--- src/rtl/pipe_stage_skid.sv ---
// Pipeline stage register with a 2-entry skid buffer and synchronous flush.
// The main register drives the outputs and the skid register catches one
// extra entry. This keeps in_ready independent of out_ready.
// Bubbles (out_valid=0) always carry an all-zero control field.
module pipe_stage_skid #(
  parameter int CTRL_W = 4,
  parameter int DATA_W = 69
) (
  input  logic              clk,
  input  logic              rst,
  input  logic              flush,
  input  logic              in_valid,
  output logic              in_ready,
  input  logic [CTRL_W-1:0] in_ctrl,
  input  logic [DATA_W-1:0] in_data,
  output logic              out_valid,
  input  logic              out_ready,
  output logic [CTRL_W-1:0] out_ctrl,
  output logic [DATA_W-1:0] out_data,
  output logic [1:0]        occupancy
);

  // State encoding equals the number of held entries.
  localparam logic [1:0] ST_EMPTY = 2'd0;
  localparam logic [1:0] ST_ONE   = 2'd1;
  localparam logic [1:0] ST_FULL  = 2'd2;

  logic [1:0]        state_q, state_d;
  logic [CTRL_W-1:0] main_ctrl_q, main_ctrl_d;
  logic [DATA_W-1:0] main_data_q, main_data_d;
  logic [CTRL_W-1:0] skid_ctrl_q, skid_ctrl_d;
  logic [DATA_W-1:0] skid_data_q, skid_data_d;
  logic              acc_s;
  logic              con_s;

  // State register; reset dominates everything.
  always_ff @(posedge clk) begin
    if (rst) begin
      state_q <= ST_EMPTY;
    end else begin
      state_q <= state_d;
    end
  end

  // Next-state logic; flush squashes to EMPTY ahead of accept/consume.
  always_comb begin
    state_d = state_q;
    if (flush) begin
      state_d = ST_EMPTY;
    end else begin
      case (state_q)
        ST_EMPTY: begin
          if (acc_s) state_d = ST_ONE;
          else       state_d = ST_EMPTY;
        end
        ST_ONE: begin
          if (acc_s && !con_s)      state_d = ST_FULL;
          else if (!acc_s && con_s) state_d = ST_EMPTY;
          else                      state_d = ST_ONE;
        end
        ST_FULL: begin
          if (con_s) state_d = ST_ONE;
          else       state_d = ST_FULL;
        end
        default: state_d = ST_EMPTY;
      endcase
    end
  end

  // Outputs and handshake qualifiers; everything except in_ready comes from registers.
  always_comb begin
    in_ready  = (state_q != ST_FULL) & ~flush;
    out_valid = (state_q != ST_EMPTY);
    occupancy = state_q;
    out_ctrl  = main_ctrl_q;
    out_data  = main_data_q;
    acc_s     = in_valid & in_ready;
    con_s     = out_valid & out_ready;
  end

  // Datapath next values; main_ctrl is zeroed whenever the stage drains or flushes.
  always_comb begin
    main_ctrl_d = main_ctrl_q;
    main_data_d = main_data_q;
    skid_ctrl_d = skid_ctrl_q;
    skid_data_d = skid_data_q;
    if (flush) begin
      main_ctrl_d = '0;
      skid_ctrl_d = '0;
      skid_data_d = '0;
    end else begin
      case (state_q)
        ST_EMPTY: begin
          if (acc_s) begin
            main_ctrl_d = in_ctrl;
            main_data_d = in_data;
          end else begin
            main_ctrl_d = '0;
          end
        end
        ST_ONE: begin
          if (acc_s && con_s) begin
            main_ctrl_d = in_ctrl;
            main_data_d = in_data;
          end else if (acc_s) begin
            skid_ctrl_d = in_ctrl;
            skid_data_d = in_data;
          end else if (con_s) begin
            main_ctrl_d = '0;
          end else begin
            main_ctrl_d = main_ctrl_q;
          end
        end
        ST_FULL: begin
          if (con_s) begin
            main_ctrl_d = skid_ctrl_q;
            main_data_d = skid_data_q;
            skid_ctrl_d = '0;
            skid_data_d = '0;
          end else begin
            skid_ctrl_d = skid_ctrl_q;
          end
        end
        default: begin
          main_ctrl_d = '0;
          skid_ctrl_d = '0;
          skid_data_d = '0;
        end
      endcase
    end
  end

  // Datapath registers; reset clears data too, unlike flush.
  always_ff @(posedge clk) begin
    if (rst) begin
      main_ctrl_q <= '0;
      main_data_q <= '0;
      skid_ctrl_q <= '0;
      skid_data_q <= '0;
    end else begin
      main_ctrl_q <= main_ctrl_d;
      main_data_q <= main_data_d;
      skid_ctrl_q <= skid_ctrl_d;
      skid_data_q <= skid_data_d;
    end
  end

endmodule
--- config.mk ---
export PLATFORM = sky130hd
export DESIGN_NAME = pipe_stage_skid
export DESIGN_NICKNAME = d
export VERILOG_FILES = /design/src/rtl/pipe_stage_skid.sv
export SDC_FILE = /design/constraint.sdc
export NUM_CORES = 1
export LEC_CHECK = 0
export ABC_CLOCK_PERIOD_IN_PS = 6100
export BUFFER_PORTS_ARGS = -buffer_cell sky130_fd_sc_hd__buf_2
export CORE_MARGIN = 3
export CORE_UTILIZATION = 40
export CTS_CLUSTER_DIAMETER = 120
export DETAILED_ROUTE_END_ITERATION = 6
export HOLD_SLACK_MARGIN = 0.15
export PLACE_DENSITY_LB_ADDON = 0.15
export REMOVE_ABC_BUFFERS = 1
export SYNTH_ARGS = -nofsm -noshare
export SYNTH_HDL_FRONTEND = slang
export SYNTH_SLANG_ARGS = --single-unit
--- constraint.sdc ---
create_clock -name clk -period 6.1 [get_ports clk]
set_input_delay 0.61 -clock clk [delete_from_list [all_inputs] [get_ports clk]]
set_output_delay 0.61 -clock clk [all_outputs]
set_load 0.01 [all_outputs]
==> results.md, run 1 <==
- # H-tree levels: 4
- Maxcap violations: 0
- Crit. Startpoint: occupancy[1]
- Worst path cell trace: and2b_1 -> a32o_4 -> buf_4 -> a21oi_1 -> a311oi_1
- Status: finished, final reports clean
- Antenna-violating nets left: 0
- Nets: 879
- Largest net degree at the start of global routing: 78
- Number of global-route vias before repair: 5356
- CP Data Required Time: 6410 ps
- Initial antenna violation count: 0
- Cell count after synthesis: 694
- CP max stage delay: 670 ps
- Fin crit share: 0.464
- Core area: 0.0166 mm2
- Initial Util: 0.411
- Worst setup SP type: flop
- Clk_lat worst skew: 410 ps
- Final min period: 2830 ps
- Buf/Inv on CP: 1
- VDD IR-drop max: 184 uV
- Post-synth EDFFs: 0
- Slowest cell on crit path: buf_4
- DR DRC count: 0
- Total CTS buffers: 17
- I/O Pins: 155
- Clock skew: 5.04 ps
- Full die area: 0.0187 mm2
- Main area contributors after synthesis: dfxtp_1 (43%), mux2i_1 (21%), a311oi_1 (8.8%)
- Hold-fix buffers at CTS: 0
- Area leader, netlist: dfxtp_1
- First-pass GRT wire length: 26700 um
- Setup tns final: 0 ps
- Dpl cells: 1001
- Worst-path clk slew: 60 ps
- Slew Limit Fails: 0
- CP arrival: 3150 ps
- WS Path Type: flop to flop
- Setup violations, final: 0
- Leak pwr: 3.60 nW
- Top-area cell type share of the netlist area: 0.433
- Synthesized flop and latch total: 148
- CP endpoint kind: flop
- Die height: 137 um
- Via density: 5.17
- Grt ovf: 0
- CTS sink cnt: 148
- CTS tree: done
- Total GRT Usage: 0.178
- HP Class: flop to flop
- Worst R2R Start: occupancy[1]
- Most numerous cell in the Yosys netlist: dfxtp_1
- CTS Buffer Depth: 2
- Synth Cell Area: 0.00685 mm2
- Mean Syn Cell Area: 9.87 um2
- Sequential share of the synthesized area: 0.433
- Final HPWL DP: 9970 um
- Fill cells: 1567
- Router iterations before antenna repair: 4
- Synth cell count leaders: dfxtp_1 (148), mux2i_1 (142), and2_1 (78), nor2_1 (76), a21oi_1 (72)
- Highest clock rate: 0.353 GHz
- Synth warnings: 0
- Std cell rows: 47
- Ant diodes: 0
- Min-delay src: out_ctrl[3]
- Yosys cell types: 33
- Drt wl/cell: 15.8 um
- Final Hold Viols: 0
- Port Buffers: 154
- Slew margin rel.: 0.150
- Layout overhead on the synthesized area: 18.4%
- Ys flop type: dfxtp_1
- Top Family by Delay on Critical Path: compound AO/OA/AOI/OAI gates
- Initial DRC count: 189
- Clk root buf: clkbuf_16
- Vias: 5338
- Slew @ Worst Pin: 1270 ps
- Post-synth ARST share: 0
- RSZ-0062 raised after global routing: no
- DRT Wirelength: 16300 um
- Setup bufs post-CTS: 0
- Ratio of cells with drive above 1 in the final layout: 0.245
- CTS resizes: 0
- Final GP Congestion: 0.736
- Critical Path Fanout Max: 70
- DIE WIDTH: 137 um
- PwrDens: 284 mW/mm2
- Fin cells: 1032
[worst reg2reg max path, cell delays in order (launching register included)]
cell and delay, ps:
dfxtp_1 640, and2b_1 290, a32o_4 600, buf_4 710
a21oi_1 210, a311oi_1 290
[kinds of logic after synthesis]
group                    Yosys count  share of synthesized area
AO/OA/AOI/OAI                    157                      0.160
adder cells (fa/ha/maj)            1                    0.00183
buffers and inverters             76                     0.0696
flip-flops                       148                      0.433
multiplexers                     143                      0.209
AND/OR/NAND/NOR                  169                      0.127
[layout make-up]
cell class,count,area (um2),share of cell area
multi-input cells,470,3440,0.424
flip-flops and latches,148,2960,0.366
repair buffers,161,823,0.102
clock buffers,22,464,0.0573
well taps,220,275,0.0340
clock inverters,9,129,0.0159
inverters,2,10.0,0.00124
[power by group]
group / internal, mW / switching (mW) / total [mW]
registers: 1.00 / 0.0174 / 1.02
logic: 0.0952 / 0.135 / 0.230
clock network: 0.661 / 0.392 / 1.05
total: 1.76 / 0.544 / 2.30
[per-stage QoR]
stage	setup slack [ps]	instance area, um2	util	power [mW]	hold slack [ps]
final	3270	8100	0.487	2.30	473
after global placement	3250	7510	0.451	1.27	461
after CTS	3320	8100	0.487	2.33	477
after detailed placement	3230	7510	0.451	1.27	463
after global routing	3010	8100	0.487	2.39	494
after floorplan	1730	6380	-	1.17	452
[worst paths after layout]
path	depth (start not counted)	endpoint	slack [ps]
worst min register to register	1	out_ctrl[3]	470
worst max register to register	5	out_data[47]	3270
worst max-delay path	5	out_data[47]	3270
worst min-delay path	1	out_ctrl[3]	470
[flip-flops by register name, indices dropped and copies added, names as in the netlist]
| name | cells |
|---|---|
| out_data | 69 |
| occupancy | 2 |
| out_ctrl | 4 |
| skid_data_q | 69 |
| skid_ctrl_q | 4 |
[cell usage in the layout, fill, tap and decap left out, types with 3 or more instances in the layout]
master       n
buf_4        7
o2bb2ai_1    4
a22o_1       4
bufinv_16    3
clkbuf_1     3
buf_2      154
mux2i_1    142
a31oi_1      4
a21oi_1     72
nor2_1      76
and2_1      78
clkbuf_16   17
dfxtp_1    148
a311oi_1    69
clkinv_2     3
[layer usage]
metal / routed length [um] / up-vias / GRT usage
met4: 186 / 0 / 0.0593
met3: 907 / 15 / 0.0423
met1: 7770 / 2474 / 0.231
met2: 7420 / 139 / 0.293
li1: - / 2710 / -
met5: 0 / - / 0
Note: power is estimated with default switching activity, not from simulation.
==> inputs of run 2 (changes only) <==
Settings changed: ABC_CLOCK_PERIOD_IN_PS 6100 to 2400.
Clock period 6.1 ns to 2.4 ns, I/O delays scaled along.
==> run 2 against run 1 <==
Sequential share of layout area shrank 0.57 points. Global-route usage grew 0.14 points. Largest cell class unchanged. Worst hold slack lost 290 ps. Sequential power grew to 2.5 times the previous value. Design area grew 1.6%. Flip-flop and latch count is the same. Via count grew 3.7%. Setup slack lost 2900 ps. Clock skew grew 1.2 ps. Clock power grew to 2.6 times the previous value. Critical path depth is the same. Count of clock-buffer cells in the layout grew 1.
==> results.md, run 2 (synthesized netlist as in run 1, its figures left out) <==
- Number of global-route vias before repair: 5421 (was 5356)
- Die height: 137 um (unchanged)
- Slew margin rel.: 0.463 (was 0.150)
- Final GP Congestion: 0.740 (was 0.736)
- Via density: 5.34 (was 5.17)
- Worst path cell trace: nor2b_4 -> buf_4 -> a21oi_1 -> nor3_1 -> dlygate4sd3_1 (was and2b_1 -> a32o_4 -> buf_4 -> a21oi_1 -> a311oi_1)
- Highest clock rate: 0.484 GHz (was 0.353 GHz)
- Initial Util: 0.411 (unchanged)
- Clk root buf: clkbuf_16 (unchanged)
- VDD IR-drop max: 483 uV (was 184 uV)
- CTS sink cnt: 148 (unchanged)
- Place WS: 468 ps (was 3230 ps)
- Status: finished, final reports clean (unchanged)
- First-pass GRT wire length: 27200 um (was 26700 um)
- # H-tree levels: 4 (unchanged)
- Setup violations, final: 0 (unchanged)
- CTS resizes: 0 (unchanged)
- Nets: 884 (was 879)
- Dpl cells: 1004 (was 1001)
- CP arrival: 2420 ps (was 3150 ps)
- Drt wl/cell: 16.3 um (was 15.8 um)
- Final HPWL DP: 10200 um (was 9970 um)
- Buf/Inv on CP: 2 (was 1)
- Total CTS buffers: 17 (unchanged)
- Worst hold margin: 185 ps (was 473 ps)
- DIE WIDTH: 137 um (unchanged)
- DR DRC count: 0 (unchanged)
- I/O Pins: 155 (unchanged)
- Slew Limit Fails: 0 (unchanged)
- Ant diodes: 0 (unchanged)
- CTS Buffer Depth: 2 (unchanged)
- R2R Setup Slk: 340 ps (was 3270 ps)
- Setup ws final: 335 ps (was 3270 ps)
- Final Hold Viols: 0 (unchanged)
- Initial antenna violation count: 1 (was 0)
- Worst-path clk slew: 60 ps (about the same)
- Ratio of cells with drive above 1 in the final layout: 0.247 (was 0.245)
- Final min period: 2060 ps (was 2830 ps)
- Hold path endpoint: skid_data_q[43] (was out_ctrl[3])
- Hold path depth: 4 (was 1)
- Initial DRC count: 204 (was 189)
- CP Data Required Time: 2760 ps (was 6410 ps)
- Vias: 5535 (was 5338)
- Slowest cell on crit path: dfxtp_1 (was buf_4)
- Router iterations before antenna repair: 5 (was 4)
- Largest net degree at the start of global routing: 139 (was 78)
- Worst setup SP type: flop (unchanged)
- Maxcap violations: 0 (unchanged)
- CP max stage delay: 610 ps (was 670 ps)
- Std cell rows: 47 (unchanged)
- Worst r2r dst: occupancy[1] (was out_data[47])
- Clock skew: 6.27 ps (was 5.04 ps)
- Total GRT Usage: 0.180 (was 0.178)
- HP Class: primary input to flop (was flop to flop)
- Fin crit share: 0.860 (was 0.464)
- Worst R2R Start: occupancy[0] (was occupancy[1])
- RSZ-0062 raised after global routing: no (unchanged)
- Port Buffers: 154 (unchanged)
- Min-delay src: in_data[43] (was out_ctrl[3])
- Fill cells: 1573 (was 1567)
- R2R cell count: 5 (unchanged)
- Antenna-violating nets left: 0 (unchanged)
- Critical Path Fanout Max: 35 (was 70)
- Most frequent cells in the layout: buf_2 (154), dfxtp_1 (148), mux2i_1 (142) (unchanged)
- Top Family by Delay on Critical Path: buffers and inverters (was compound AO/OA/AOI/OAI gates)
- Full die area: 0.0187 mm2 (unchanged)
- CTS tree: done (unchanged)
- DRT Wirelength: 16900 um (was 16300 um)
- Commonest non-fill, non-tap cell in the layout: buf_2 (unchanged)
- Total power: 5.90 mW (was 2.30 mW)
- Leak pwr: 3.66 nW (was 3.60 nW)
- Grt ovf: 0 (unchanged)
- WS Path Type: flop to flop (unchanged)
- PwrDens: 717 mW/mm2 (was 284 mW/mm2)
- Clk_lat worst skew: 420 ps (was 410 ps)
- Slew @ Worst Pin: 806 ps (was 1270 ps)
- Setup bufs post-CTS: 0 (unchanged)
- Fin cells: 1037 (was 1032)
- Setup tns final: 0 ps (unchanged)
- Core area: 0.0166 mm2 (unchanged)
- CP endpoint kind: flop (unchanged)
- Layout overhead on the synthesized area: 20.2% (was 18.4%)
run 2: cell types whose count changed in the layout (fill, tap and decap cells not counted), sizes merged:
cell         change
buf              +3
dlygate4sd3      +2
clkinvlp         -1
clkbuf           +1
run 2: cell type report:
class | count | area (um2) | share of cell area
tap | 220 | 275 | 0.0334
sequential | 148 | 2960 | 0.360
inverter | 2 | 10.0 | 0.00122
timing repair buffer | 166 | 941 | 0.114
clock inverter | 8 | 125 | 0.0152
clock buffer | 23 | 478 | 0.0581
multi-input combinational | 470 | 3440 | 0.418
run 2: metal layers:
metal	part of all wire	routed length [um]	vias up	track usage
li1	-	-	2724	-
met2	0.46	7710	154	0.294
met1	0.47	7910	2638	0.231
met3	0.061	1020	17	0.0471
met5	0.00077	13	-	0
met4	0.013	220	2	0.0582
run 2: stage by stage:
| step | utilization | area, um2 |
|---|---|---|
| final | 0.495 | 8230 |
| after global routing | 0.495 | 8230 |
| after CTS | 0.495 | 8230 |
| after detailed placement | 0.457 | 7610 |
| after global placement | 0.457 | 7610 |
| after floorplan | - | 6380 |
run 2: worst register-to-register path, stage by stage (launching register included):
cell and delay, ps:
dfxtp_1 610, nor2b_4 240, buf_4 310, a21oi_1 120, nor3_1 150, dlygate4sd3_1 580
run 2: worst max path at each step:
stage / start / end / slack (ps) / cells past startpoint
floorplan: occupancy[1] / skid_ctrl_q[0] / -1790 / 4
finish: occupancy[0] / occupancy[1] / 340 / 5
global placement: occupancy[1] / out_ctrl[0] / 510 / 7
CTS: occupancy[0] / occupancy[1] / 360 / 5
detailed placement: occupancy[1] / out_ctrl[3] / 470 / 7
global route: occupancy[0] / occupancy[1] / 180 / 5
run 2: what timing repair did:
action / 4_1_cts / 5_1_grt
hold buffers: 2 / 0
endpoints found under the hold margin: 1 / 0
setup endpoints to repair: 0 / 0
run 2: power by group:
part	total (mW)	switching [mW]	leakage (nW)	internal, mW
Clock	2.71	1.00	0.293	1.71
Combinational	0.603	0.350	2.16	0.253
Sequential	2.59	0.0464	1.21	2.54
Total	5.90	1.40	3.66	4.51
==> inputs of run 3 (changes only) <==
Settings changed: ABC_AREA set to 0, MAX_ROUTING_LAYER set to met4, PLACE_DENSITY set to 0.64, PLACE_DENSITY_LB_ADDON 0.15 to unset.
==> run 3 against run 2 <==
Non-clock buffer count increased by 4. Register-to-register slack improved by 80 ps. Critical endpoint is now out_data[15]. Clock skew about the same. Design area increased by 0.90%. Combinational power increased by 2%. Routed wire length decreased by 3.5%. Worst hold slack got worse by 11 ps.
==> results.md, run 3 (synthesized netlist as in run 1, its figures left out) <==
- Setup bufs post-CTS: 0 (unchanged)
- Via density: 5.18 (was 5.34)
- Std cell rows: 47 (unchanged)
- Initial antenna violation count: 1 (unchanged)
- Total power: 5.85 mW (was 5.90 mW)
- Ratio of cells with drive above 1 in the final layout: 0.254 (was 0.247)
- # H-tree levels: 4 (unchanged)
- PwrDens: 704 mW/mm2 (was 717 mW/mm2)
- RSZ-0062 raised after global routing: no (unchanged)
- Slew @ Worst Pin: 580 ps (was 806 ps)
- WS Path Type: flop to flop (unchanged)
- Maxcap violations: 0 (unchanged)
- Crit. Startpoint: occupancy[1] (was occupancy[0])
- I/O Pins: 155 (unchanged)
- CTS Buffer Depth: 2 (unchanged)
- Number of global-route vias before repair: 5200 (was 5421)
- Total GRT Usage: 0.183 (was 0.180)
- CTS tree: done (unchanged)
- DR DRC count: 0 (unchanged)
- VDD IR-drop max: 479 uV (was 483 uV)
- Worst hold margin: 174 ps (was 185 ps)
- Fin crit share: 0.825 (was 0.860)
- Port Buffers: 154 (unchanged)
- Initial DRC count: 261 (was 204)
- Grt ovf: 0 (unchanged)
- Fill cells: 1536 (was 1573)
- Hold-fix buffers at CTS: 2 (unchanged)
- Worst R2R Start: occupancy[1] (was occupancy[0])
- Antenna-violating nets left: 0 (unchanged)
- Core area: 0.0166 mm2 (unchanged)
- Die height: 137 um (unchanged)
- Final HPWL DP: 9870 um (was 10200 um)
- CP endpoint kind: flop (unchanged)
- Min-delay src: in_data[26] (was in_data[43])
- Vias: 5386 (was 5535)
- Setup violations, final: 0 (unchanged)
- Post-DP Area: 0.00770 mm2 (was 0.00761 mm2)
- Most frequent cells in the layout: buf_2 (154), dfxtp_1 (148), mux2i_1 (142) (unchanged)
- Final Hold Viols: 0 (unchanged)
- CP arrival: 2300 ps (was 2420 ps)
- CTS resizes: 0 (unchanged)
- Status: finished, final reports clean (unchanged)
- Worst setup SP type: flop (unchanged)
- Router iterations before antenna repair: 4 (was 5)
- HP Class: primary input to flop (unchanged)
- Final Util: 0.499 (was 0.495)
- Total CTS buffers: 17 (unchanged)
- CP Data Required Time: 2720 ps (was 2760 ps)
- Slew margin rel.: 0.614 (was 0.463)
- Full die area: 0.0187 mm2 (unchanged)
- First-pass GRT wire length: 26500 um (was 27200 um)
- Drt wl/cell: 15.7 um (was 16.3 um)
- Commonest non-fill, non-tap cell in the layout: buf_2 (unchanged)
- Ant diodes: 0 (unchanged)
- Clk_lat worst skew: 420 ps (about the same)
- Clock skew: 6.30 ps (was 6.27 ps)
- CTS sink cnt: 148 (unchanged)
- Slew Limit Fails: 0 (unchanged)
- Initial Util: 0.411 (unchanged)
- Leak pwr: 3.70 nW (was 3.66 nW)
- Fin area: 0.00831 mm2 (was 0.00823 mm2)
- DRT Wirelength: 16300 um (was 16900 um)
- Worst-path clk slew: 60 ps (about the same)
- Highest clock rate: 0.505 GHz (was 0.484 GHz)
- DIE WIDTH: 137 um (unchanged)
- Largest net degree at the start of global routing: 73 (was 139)
- Clk root buf: clkbuf_16 (unchanged)
- Final GP Congestion: 0.784 (was 0.740)
- Layout overhead on the synthesized area: 21.3% (was 20.2%)
- Nets: 888 (was 884)
- Critical Path Fanout Max: 40 (was 35)
- Final min period: 1980 ps (was 2060 ps)
run 3: cell types whose count changed in the layout (fill, tap and decap cells not counted):
| cell | previous run | this run |
|---|---|---|
| buf_12 | 6 | 11 |
| buf_4 | 4 | 3 |
| bufinv_16 | 3 | 2 |
| clkbuf_1 | 3 | 0 |
| clkbuf_8 | 3 | 4 |
| clkinv_2 | 2 | 4 |
| clkinv_4 | 2 | 1 |
| clkinvlp_4 | 1 | 2 |
run 3: where the power goes:
part	total, mW	internal [mW]	switching [mW]	leakage [nW]
clock network	2.64	1.62	1.02	0.287
logic	0.618	0.269	0.349	2.20
registers	2.59	2.54	0.0482	1.21
run 3: worst paths after layout:
check / end / depth (start not counted) / slack [ps]
setup / recovery: out_data[15] / 5 / 420
hold / removal: skid_data_q[26] / 4 / 170
hold reg to reg: out_ctrl[1] / 1 / 470
setup reg to reg: out_data[15] / 5 / 420
run 3: worst max-delay path, stage by stage, from the launching register on:
cell	delay [ps]
dfxtp_1	610
and2b_1	280
a32o_4	380
buf_12	240
a21oi_1	90
a311oi_1	250
run 3: through the flow:
stage / cells / setup WS (ps) / setup TNS, ps
after floorplan: 620 / -1790 / -231350
after global placement: 1008 / 446 / 0
after detailed placement: 1008 / 418 / 0
after CTS: 1040 / 413 / 0
after global routing: 1040 / 218 / 0
final: 1040 / 419 / 0
run 3: final cells by class:
class	count	area, um2	share of cell area
tap	220	275	0.0331
multi-input combinational	470	3440	0.414
clock buffer	21	480	0.0578
clock inverter	9	104	0.0125
inverter	2	10.0	0.00121
sequential	148	2960	0.357
timing repair buffer	170	1030	0.124
run 3: per-layer routing:
layer  global-route usage  up-vias  wire length [um]
li1                     -     2744                 -
met2                0.268      136              7070
met3               0.0474        6               871
met1                0.255     2500              8250
met5                    -        -                 0
met4               0.0388        0                95
